==> src/rtl/pipeline_hazard_controller_if.sv <==
// rtl/pipeline_hazard_controller_if.sv - pipeline status in, stall/flush/redirect/memory controls out
interface pipeline_hazard_controller_if #(
   parameter int CNT_WIDTH = 16
);
   logic                 id_valid;
   logic [31:0]          id_instruction;
   logic                 ex_valid;
   logic [4:0]           ex_rd;
   logic                 ex_mem_read;
   logic                 ex_mem_access;
   logic                 ex_branch_taken;
   logic                 mem_ready;

   logic                 pc_write;
   logic                 ifid_write;
   logic                 ifid_flush;
   logic                 idex_bubble;
   logic                 ex_hold;
   logic                 pc_src;
   logic                 mem_req;
   logic [1:0]           ctrl_state;
   logic [CNT_WIDTH-1:0] stall_count;

   modport master (
      output id_valid, id_instruction, ex_valid, ex_rd, ex_mem_read,
             ex_mem_access, ex_branch_taken, mem_ready,
      input  pc_write, ifid_write, ifid_flush, idex_bubble, ex_hold,
             pc_src, mem_req, ctrl_state, stall_count
   );

   modport slave (
      input  id_valid, id_instruction, ex_valid, ex_rd, ex_mem_read,
             ex_mem_access, ex_branch_taken, mem_ready,
      output pc_write, ifid_write, ifid_flush, idex_bubble, ex_hold,
             pc_src, mem_req, ctrl_state, stall_count
   );
endinterface

==> src/rtl/pipeline_hazard_controller.sv <==
// rtl/pipeline_hazard_controller.sv - stall/flush/redirect sequencing and data-memory handshake for the 2.5-stage RV64 pipeline
module pipeline_hazard_controller #(
   parameter int FLUSH_CYCLES = 2,
   parameter int CNT_WIDTH    = 16
) (
   input  logic i_clk,
   input  logic i_reset,
   pipeline_hazard_controller_if.slave io_hz
);
   typedef enum logic [1:0] {
      ST_RUN      = 2'd0,
      ST_MEM_WAIT = 2'd1,
      ST_FLUSH    = 2'd2
   } state_t;

   localparam logic [3:0]           LP_FLUSH_LOAD = 4'(FLUSH_CYCLES - 1);
   localparam bit                   LP_USE_FLUSH  = (FLUSH_CYCLES > 1);
   localparam logic [CNT_WIDTH-1:0] LP_CNT_MAX    = '1;

   state_t               r_state;
   state_t               w_state_nxt;
   logic [3:0]           r_flush_cnt;
   logic [3:0]           w_flush_cnt_nxt;
   logic [CNT_WIDTH-1:0] r_stall_count;

   logic [6:0] w_opcode;
   logic [4:0] w_rs1;
   logic [4:0] w_rs2;
   logic       w_rs1_used;
   logic       w_rs2_used;
   logic       w_load_use;
   logic       w_mem_op;
   logic       w_unused_instr;

   logic w_pc_write;
   logic w_ifid_write;
   logic w_ifid_flush;
   logic w_idex_bubble;
   logic w_ex_hold;
   logic w_pc_src;
   logic w_mem_req;

   assign w_opcode       = io_hz.id_instruction[6:0];
   assign w_rs1          = io_hz.id_instruction[19:15];
   assign w_rs2          = io_hz.id_instruction[24:20];
   assign w_unused_instr = ^{io_hz.id_instruction[31:25], io_hz.id_instruction[14:7]};

   always_comb begin
      w_rs1_used = 1'b0;
      w_rs2_used = 1'b0;
      case (w_opcode)
         7'b0110011, 7'b0111011, 7'b0100011, 7'b1100011: begin
            w_rs1_used = 1'b1;
            w_rs2_used = 1'b1;
         end
         7'b0010011, 7'b0011011, 7'b0000011, 7'b1100111: begin
            w_rs1_used = 1'b1;
         end
         default: begin
            w_rs1_used = 1'b0;
            w_rs2_used = 1'b0;
         end
      endcase
   end

   // ex_rd != 0 covers the x0 exemption: a used x0 source can only match a zero ex_rd.
   assign w_load_use = io_hz.ex_valid && io_hz.ex_mem_read && (io_hz.ex_rd != 5'd0) &&
                       io_hz.id_valid &&
                       ((w_rs1_used && (w_rs1 == io_hz.ex_rd)) ||
                        (w_rs2_used && (w_rs2 == io_hz.ex_rd)));

   assign w_mem_op = io_hz.ex_valid && io_hz.ex_mem_access;

   always_comb begin
      w_pc_write      = 1'b1;
      w_ifid_write    = 1'b1;
      w_ifid_flush    = 1'b0;
      w_idex_bubble   = 1'b0;
      w_ex_hold       = 1'b0;
      w_pc_src        = 1'b0;
      w_mem_req       = 1'b0;
      w_state_nxt     = r_state;
      w_flush_cnt_nxt = r_flush_cnt;

      if (i_reset) begin
         w_pc_write      = 1'b0;
         w_ifid_write    = 1'b0;
         w_idex_bubble   = 1'b1;
         w_state_nxt     = ST_RUN;
         w_flush_cnt_nxt = 4'd0;
      end else begin
         case (r_state)
            ST_RUN: begin
               if (io_hz.ex_valid && io_hz.ex_branch_taken) begin
                  w_pc_src      = 1'b1;
                  w_ifid_flush  = 1'b1;
                  w_idex_bubble = 1'b1;
                  if (LP_USE_FLUSH) begin
                     w_state_nxt     = ST_FLUSH;
                     w_flush_cnt_nxt = LP_FLUSH_LOAD;
                  end
               end else begin
                  w_mem_req = w_mem_op;
                  if (w_mem_op && !io_hz.mem_ready) begin
                     w_pc_write   = 1'b0;
                     w_ifid_write = 1'b0;
                     w_ex_hold    = 1'b1;
                     w_state_nxt  = ST_MEM_WAIT;
                  end else if (w_load_use) begin
                     w_pc_write    = 1'b0;
                     w_ifid_write  = 1'b0;
                     w_idex_bubble = 1'b1;
                  end
               end
            end
            ST_MEM_WAIT: begin
               w_mem_req    = 1'b1;
               w_pc_write   = 1'b0;
               w_ifid_write = 1'b0;
               w_ex_hold    = 1'b1;
               if (io_hz.mem_ready) begin
                  w_state_nxt = ST_RUN;
                  // Load finishing with a dependent in ID: let EX advance, bubble behind it.
                  if (w_load_use) begin
                     w_ex_hold     = 1'b0;
                     w_idex_bubble = 1'b1;
                  end
               end
            end
            ST_FLUSH: begin
               w_ifid_flush  = 1'b1;
               w_idex_bubble = 1'b1;
               if (r_flush_cnt <= 4'd1) begin
                  w_state_nxt     = ST_RUN;
                  w_flush_cnt_nxt = 4'd0;
               end else begin
                  w_flush_cnt_nxt = r_flush_cnt - 4'd1;
               end
            end
            default: begin
               w_state_nxt     = ST_RUN;
               w_flush_cnt_nxt = 4'd0;
            end
         endcase
      end
   end

   always_ff @(posedge i_clk) begin
      if (i_reset) begin
         r_state     <= ST_RUN;
         r_flush_cnt <= 4'd0;
      end else begin
         r_state     <= w_state_nxt;
         r_flush_cnt <= w_flush_cnt_nxt;
      end
   end

   always_ff @(posedge i_clk) begin
      if (i_reset) begin
         r_stall_count <= '0;
      end else if (!w_pc_write && (r_stall_count != LP_CNT_MAX)) begin
         r_stall_count <= r_stall_count + CNT_WIDTH'(1);
      end
   end

   assign io_hz.pc_write    = w_pc_write;
   assign io_hz.ifid_write  = w_ifid_write;
   assign io_hz.ifid_flush  = w_ifid_flush;
   assign io_hz.idex_bubble = w_idex_bubble;
   assign io_hz.ex_hold     = w_ex_hold;
   assign io_hz.pc_src      = w_pc_src;
   assign io_hz.mem_req     = w_mem_req;
   assign io_hz.ctrl_state  = i_reset ? 2'd0 : r_state;
   assign io_hz.stall_count = i_reset ? '0 : r_stall_count;
endmodule
==> src/flat_wrapper.sv <==
// flat-port wrapper written by rule: the top's interface ports become plain ports
module pipeline_hazard_controller_flat 
#(
   parameter int FLUSH_CYCLES = 2,
   parameter int CNT_WIDTH    = 16
)
  (i_clk, i_reset, io_hz_id_valid, io_hz_id_instruction, io_hz_ex_valid, io_hz_ex_rd, io_hz_ex_mem_read, io_hz_ex_mem_access, io_hz_ex_branch_taken, io_hz_mem_ready, io_hz_pc_write, io_hz_ifid_write, io_hz_ifid_flush, io_hz_idex_bubble, io_hz_ex_hold, io_hz_pc_src, io_hz_mem_req, io_hz_ctrl_state, io_hz_stall_count);
  pipeline_hazard_controller_if #(.CNT_WIDTH(CNT_WIDTH)) io_hz_i ();
  input  logic i_clk;
  input  logic i_reset;
  input wire logic [$bits(io_hz_i.id_valid)-1:0] io_hz_id_valid;
  input wire logic [$bits(io_hz_i.id_instruction)-1:0] io_hz_id_instruction;
  input wire logic [$bits(io_hz_i.ex_valid)-1:0] io_hz_ex_valid;
  input wire logic [$bits(io_hz_i.ex_rd)-1:0] io_hz_ex_rd;
  input wire logic [$bits(io_hz_i.ex_mem_read)-1:0] io_hz_ex_mem_read;
  input wire logic [$bits(io_hz_i.ex_mem_access)-1:0] io_hz_ex_mem_access;
  input wire logic [$bits(io_hz_i.ex_branch_taken)-1:0] io_hz_ex_branch_taken;
  input wire logic [$bits(io_hz_i.mem_ready)-1:0] io_hz_mem_ready;
  output wire logic [$bits(io_hz_i.pc_write)-1:0] io_hz_pc_write;
  output wire logic [$bits(io_hz_i.ifid_write)-1:0] io_hz_ifid_write;
  output wire logic [$bits(io_hz_i.ifid_flush)-1:0] io_hz_ifid_flush;
  output wire logic [$bits(io_hz_i.idex_bubble)-1:0] io_hz_idex_bubble;
  output wire logic [$bits(io_hz_i.ex_hold)-1:0] io_hz_ex_hold;
  output wire logic [$bits(io_hz_i.pc_src)-1:0] io_hz_pc_src;
  output wire logic [$bits(io_hz_i.mem_req)-1:0] io_hz_mem_req;
  output wire logic [$bits(io_hz_i.ctrl_state)-1:0] io_hz_ctrl_state;
  output wire logic [$bits(io_hz_i.stall_count)-1:0] io_hz_stall_count;
  assign io_hz_i.id_valid = io_hz_id_valid;
  assign io_hz_i.id_instruction = io_hz_id_instruction;
  assign io_hz_i.ex_valid = io_hz_ex_valid;
  assign io_hz_i.ex_rd = io_hz_ex_rd;
  assign io_hz_i.ex_mem_read = io_hz_ex_mem_read;
  assign io_hz_i.ex_mem_access = io_hz_ex_mem_access;
  assign io_hz_i.ex_branch_taken = io_hz_ex_branch_taken;
  assign io_hz_i.mem_ready = io_hz_mem_ready;
  assign io_hz_pc_write = io_hz_i.pc_write;
  assign io_hz_ifid_write = io_hz_i.ifid_write;
  assign io_hz_ifid_flush = io_hz_i.ifid_flush;
  assign io_hz_idex_bubble = io_hz_i.idex_bubble;
  assign io_hz_ex_hold = io_hz_i.ex_hold;
  assign io_hz_pc_src = io_hz_i.pc_src;
  assign io_hz_mem_req = io_hz_i.mem_req;
  assign io_hz_ctrl_state = io_hz_i.ctrl_state;
  assign io_hz_stall_count = io_hz_i.stall_count;
  pipeline_hazard_controller #(.FLUSH_CYCLES(FLUSH_CYCLES), .CNT_WIDTH(CNT_WIDTH)) u_core (.i_clk(i_clk), .i_reset(i_reset), .io_hz(io_hz_i));
endmodule
==> config.mk <==
export PLATFORM = sky130hd
export DESIGN_NAME = pipeline_hazard_controller_flat
export DESIGN_NICKNAME = d
export VERILOG_FILES = /design/src/rtl/pipeline_hazard_controller_if.sv /design/src/rtl/pipeline_hazard_controller.sv /design/src/flat_wrapper.sv
export SDC_FILE = /design/constraint.sdc
export NUM_CORES = 1
export LEC_CHECK = 0
export CORE_UTILIZATION = 41
export DETAILED_ROUTE_END_ITERATION = 8
export HOLD_SLACK_MARGIN = 0.15
export PLACE_DENSITY = 0.92
export RECOVER_POWER = 50
export SKIP_CTS_REPAIR_TIMING = 1
export SLEW_MARGIN = 10
export SYNTH_ARGS = -nofsm -noshare
export SYNTH_HDL_FRONTEND = slang
export SYNTH_SLANG_ARGS = --single-unit
==> constraint.sdc <==
create_clock -name i_clk -period 2.78 [get_ports i_clk]
set_input_delay 0.278 -clock i_clk [delete_from_list [all_inputs] [get_ports i_clk]]
set_output_delay 0.278 -clock i_clk [all_outputs]
set_load 0.03 [all_outputs]
==> impl_metrics.env <==
export IMPL_status="finished, final reports clean"
export IMPL_coreArea_mm2=0.00339
export IMPL_syn_nets=247
export IMPL_drv_slew=0
export IMPL_period_minus_slack_ns=2.58
export IMPL_cp_top_family="simple AND/OR/NAND/NOR gates"
export IMPL_grt_ovfl_total=0
export IMPL_cts_htree_levels=1
export IMPL_yosys_register_bits=22
export IMPL_worst_pin_slew_ns=0.890
export IMPL_p_int_uw=560
export IMPL_pwr_share_clk=0.326
export IMPL_synth_ff_type="dfxtp_1"
export IMPL_synth_area_mm2=0.00148
export IMPL_hold_ws_ns=0.517
export IMPL_first_iter_violations=47
export IMPL_switchingPower_uw=195
export IMPL_cts_tree="built"
export IMPL_multiInputGateArea_um2=968
export IMPL_wl_per_cell_um=11.1
export IMPL_ys_top_cells_by_area="dfxtp_1 30%, nor2_1 7.6%, nor2b_1 7.6%, nand2_1 6.9%, mux2_1 6.1%"
export IMPL_grt_pass1_vias=1309
export IMPL_regArea_um2=440
export IMPL_vias_per_cell=5.19
export IMPL_yosysWarningCount=0
export IMPL_synth_edf_count=0
export IMPL_synthArstFlopShare=0
export IMPL_slew_headroom=0.402
export IMPL_synth_top_cell_area_share=0.298
export IMPL_synth_seq_area_share=0.298
export IMPL_crit_path_frequent_cell="nand2_1"
export IMPL_power_total_uw=755
export IMPL_globalRouteTotalUtil=0.185
export IMPL_final_antenna_net_count=0
export IMPL_max_cap_violations=0
export IMPL_hold_violations=0
export IMPL_swShare=0.259
export IMPL_routed_via_count=1546
export IMPL_cp_start_kind="input pin"
export IMPL_rows=21
export IMPL_power_density_mw_per_mm2=357
export IMPL_tns_ns=0
export IMPL_n_fill_cell=302
export IMPL_grt_pass1_wl_um=5250
export IMPL_rsz0062_at_grt="false"
export IMPL_critPathKind="input pin to primary output"
export IMPL_crit_buf_inv=2
export IMPL_worstReg2RegEnd="u_core.r_stall_count[10]$_SDFFE_PP0P_"
export IMPL_numCtsBuffers=3
export IMPL_cp_required_ns=2.50
export IMPL_fin_crit_sh=0.929
export IMPL_clk_pin_slew_ns=0.12
export IMPL_firstDrtPassIters=4
export IMPL_hold_end="u_core.r_flush_cnt[2]$_SDFFE_PP0P_"
export IMPL_synthToLayoutAreaGrowth_pct=43.3
export IMPL_totalWireLength_um=3300
export IMPL_ff2ff_path_depth=8
export IMPL_layout_drive_gt1_share=0.0635
export IMPL_synthCells=199
export IMPL_dpl_cell_area_mm2=0.00207
export IMPL_die_x_um=62.0
export IMPL_reg2reg_slack_ns=0.59
export IMPL_final_nets=301
export IMPL_hp_start="u_core.r_flush_cnt[2]$_SDFFE_PP0P_"
export IMPL_hold_depth=2
export IMPL_peakVddDrop_uv=218
export IMPL_synthDistinctLibCells=38
export IMPL_slowest_stage="or4_1"
export IMPL_cp_slowest_stage_delay_ns=0.57
export IMPL_antenna_cells=0
export IMPL_fp_dieArea_mm2=0.00385
export IMPL_fin_skew_ns=0.0125
export IMPL_grt_max_degree=47
export IMPL_dpl_hpwl_um=2680
export IMPL_pwr_share_comb=0.234
export IMPL_initial_core_util=0.436
export IMPL_clockBufferDepth=2
export IMPL_setup_viol=0
export IMPL_path_cells="clkdlybuf4s50_1, xnor2_1, o211ai_1, or4_1, nand2_1, nand2_1, o311ai_1, buf_4"
export IMPL_max_clock_freq_mhz=387
export IMPL_r2r_start="u_core.r_stall_count[6]$_SDFFE_PP0P_"
export IMPL_clk_latency_ns=0.32
export IMPL_crit_fanout=2
export IMPL_hold_path_class="flop to flop"
export IMPL_routabilityCongestion=0.832
export IMPL_io_pins=70
export IMPL_drc_errors=0
export IMPL_p_leak_uw=0.000874
export IMPL_worstPathArrival_ns=2.30
export IMPL_stdcell_area_mm2=0.00212
export IMPL_cts_root_buffer="clkbuf_4"
export IMPL_avgSynthCellArea_um2=7.43
export IMPL_clock_sinks=22
export IMPL_antenna_found_initial=0
export IMPL_seq_power_share=0.439
export IMPL_yosys_area_top_type="dfxtp_1"
export IMPL_portBuffers=54
export IMPL_cp_end_kind="primary output"
export IMPL_die_y_um=62.0
-- cell type report --
cell class / instances / share of cell area
clock inverters: 1 / 0.0142
flip-flops and latches: 22 / 0.208
repair buffers: 59 / 0.274
multi-input cells: 162 / 0.457
clock buffers: 3 / 0.0106
well taps: 46 / 0.0272
inverters: 5 / 0.00887
-- cells by family (layout without fill, tap and decap cells) --
family                     Yosys count  after routing  share of synthesized area
AOI/OAI and AO/OA                   26             26                      0.111
muxes                                9              9                     0.0677
and+or+nand+nor                    113            113                      0.386
DFF                                 22             22                      0.298
buffers and inverters               15             68                     0.0466
xor gates and xnor gates            11             11                     0.0652
adders and majority gates            3              3                     0.0254
-- metal layers --
metal / track usage / part of all wire / wire length [um]
met1: 0.203 / 0.40 / 1330
met3: 0.0290 / 0.061 / 200
met2: 0.348 / 0.52 / 1710
met4: 0.0794 / 0.018 / 59
met5: 0 / 0 / 0
-- through the flow --
step	worst slack (ns)	cells	util
finish	0.198	298	0.625
detailed placement	-0.0507	294	0.612
CTS	-0.0541	298	0.627
global route	0.0785	298	0.625
floorplan	0.449	199	-
global placement	-0.0236	294	0.612
-- how the worst max path moves through the flow --
| stage | to | depth (start not counted) | from |
|---|---|---|---|
| 5_1_grt | io_hz_idex_bubble | 8 | io_hz_ex_rd[1] |
| 4_1_cts | io_hz_ex_hold | 9 | io_hz_ex_rd[1] |
| 2_1_floorplan | io_hz_idex_bubble | 6 | io_hz_id_instruction[4] |
| 3_3_place_gp | io_hz_ex_hold | 9 | io_hz_ex_rd[1] |
| 6_report | io_hz_idex_bubble | 8 | io_hz_ex_rd[1] |
| 3_5_place_dp | io_hz_ex_hold | 9 | io_hz_ex_rd[1] |
-- placed cells by master, fill, tap and decap left out, drive strengths merged, types with 2 or more instances in the layout --
cell type,Yosys,layout
clkdlybuf4s50,0,33
nor2,30,30
nand2,27,27
dfxtp,22,22
nor2b,18,18
dlygate4sd3,0,14
nor3,12,12
o21ai,10,10
xnor2,9,9
mux2,8,8
or4,8,8
buf,3,8
a21oi,7,7
nand3,6,6
clkbuf,7,6
inv,5,5
nand4,3,3
ha,3,3
o211ai,2,2
xor2,2,2
nand4b,2,2
and4,2,2
a211oi,2,2
-- power groups by stage --
stage                     logic (uW)  clock network (uW)  registers [uW]
final                            177                 246             332
after global placement           177                   0             339
after floorplan                 98.3                   0             335
after global routing             192                 263             334
after CTS                        181                 251             332
after detailed placement         181                   0             339
-- worst register-to-register path: cells and delay by family (launching register included) --
kind | cells | cell delay, ns
flip-flops | 1 | 0.40
buffers and inverters | 1 | 0.17
multiplexers | 1 | 0.32
AND/OR/NAND/NOR | 5 | 1.10
AO/OA/AOI/OAI | 1 | 0.10
-- synthesized netlist by cell type, types with 2 or more instances --
cell type	number
xor2_1	2
nand4_1	3
nand4b_1	2
o211ai_1	2
dfxtp_1	22
nor2b_1	18
or4_1	7
and4_1	2
a21oi_1	7
nand3_1	6
inv_1	5
xnor2_1	9
nand2_1	27
ha_1	3
clkbuf_1	7
nor3_1	12
mux2_1	8
o21ai_1	8
nor2_1	30
-- flip-flops by register name, summed over array words and instances (netlist names) --
register	count
u_core.r_state	2
u_core.r_stall_count	16
u_core.r_flush_cnt	4
(Power assumes the default switching activity.)
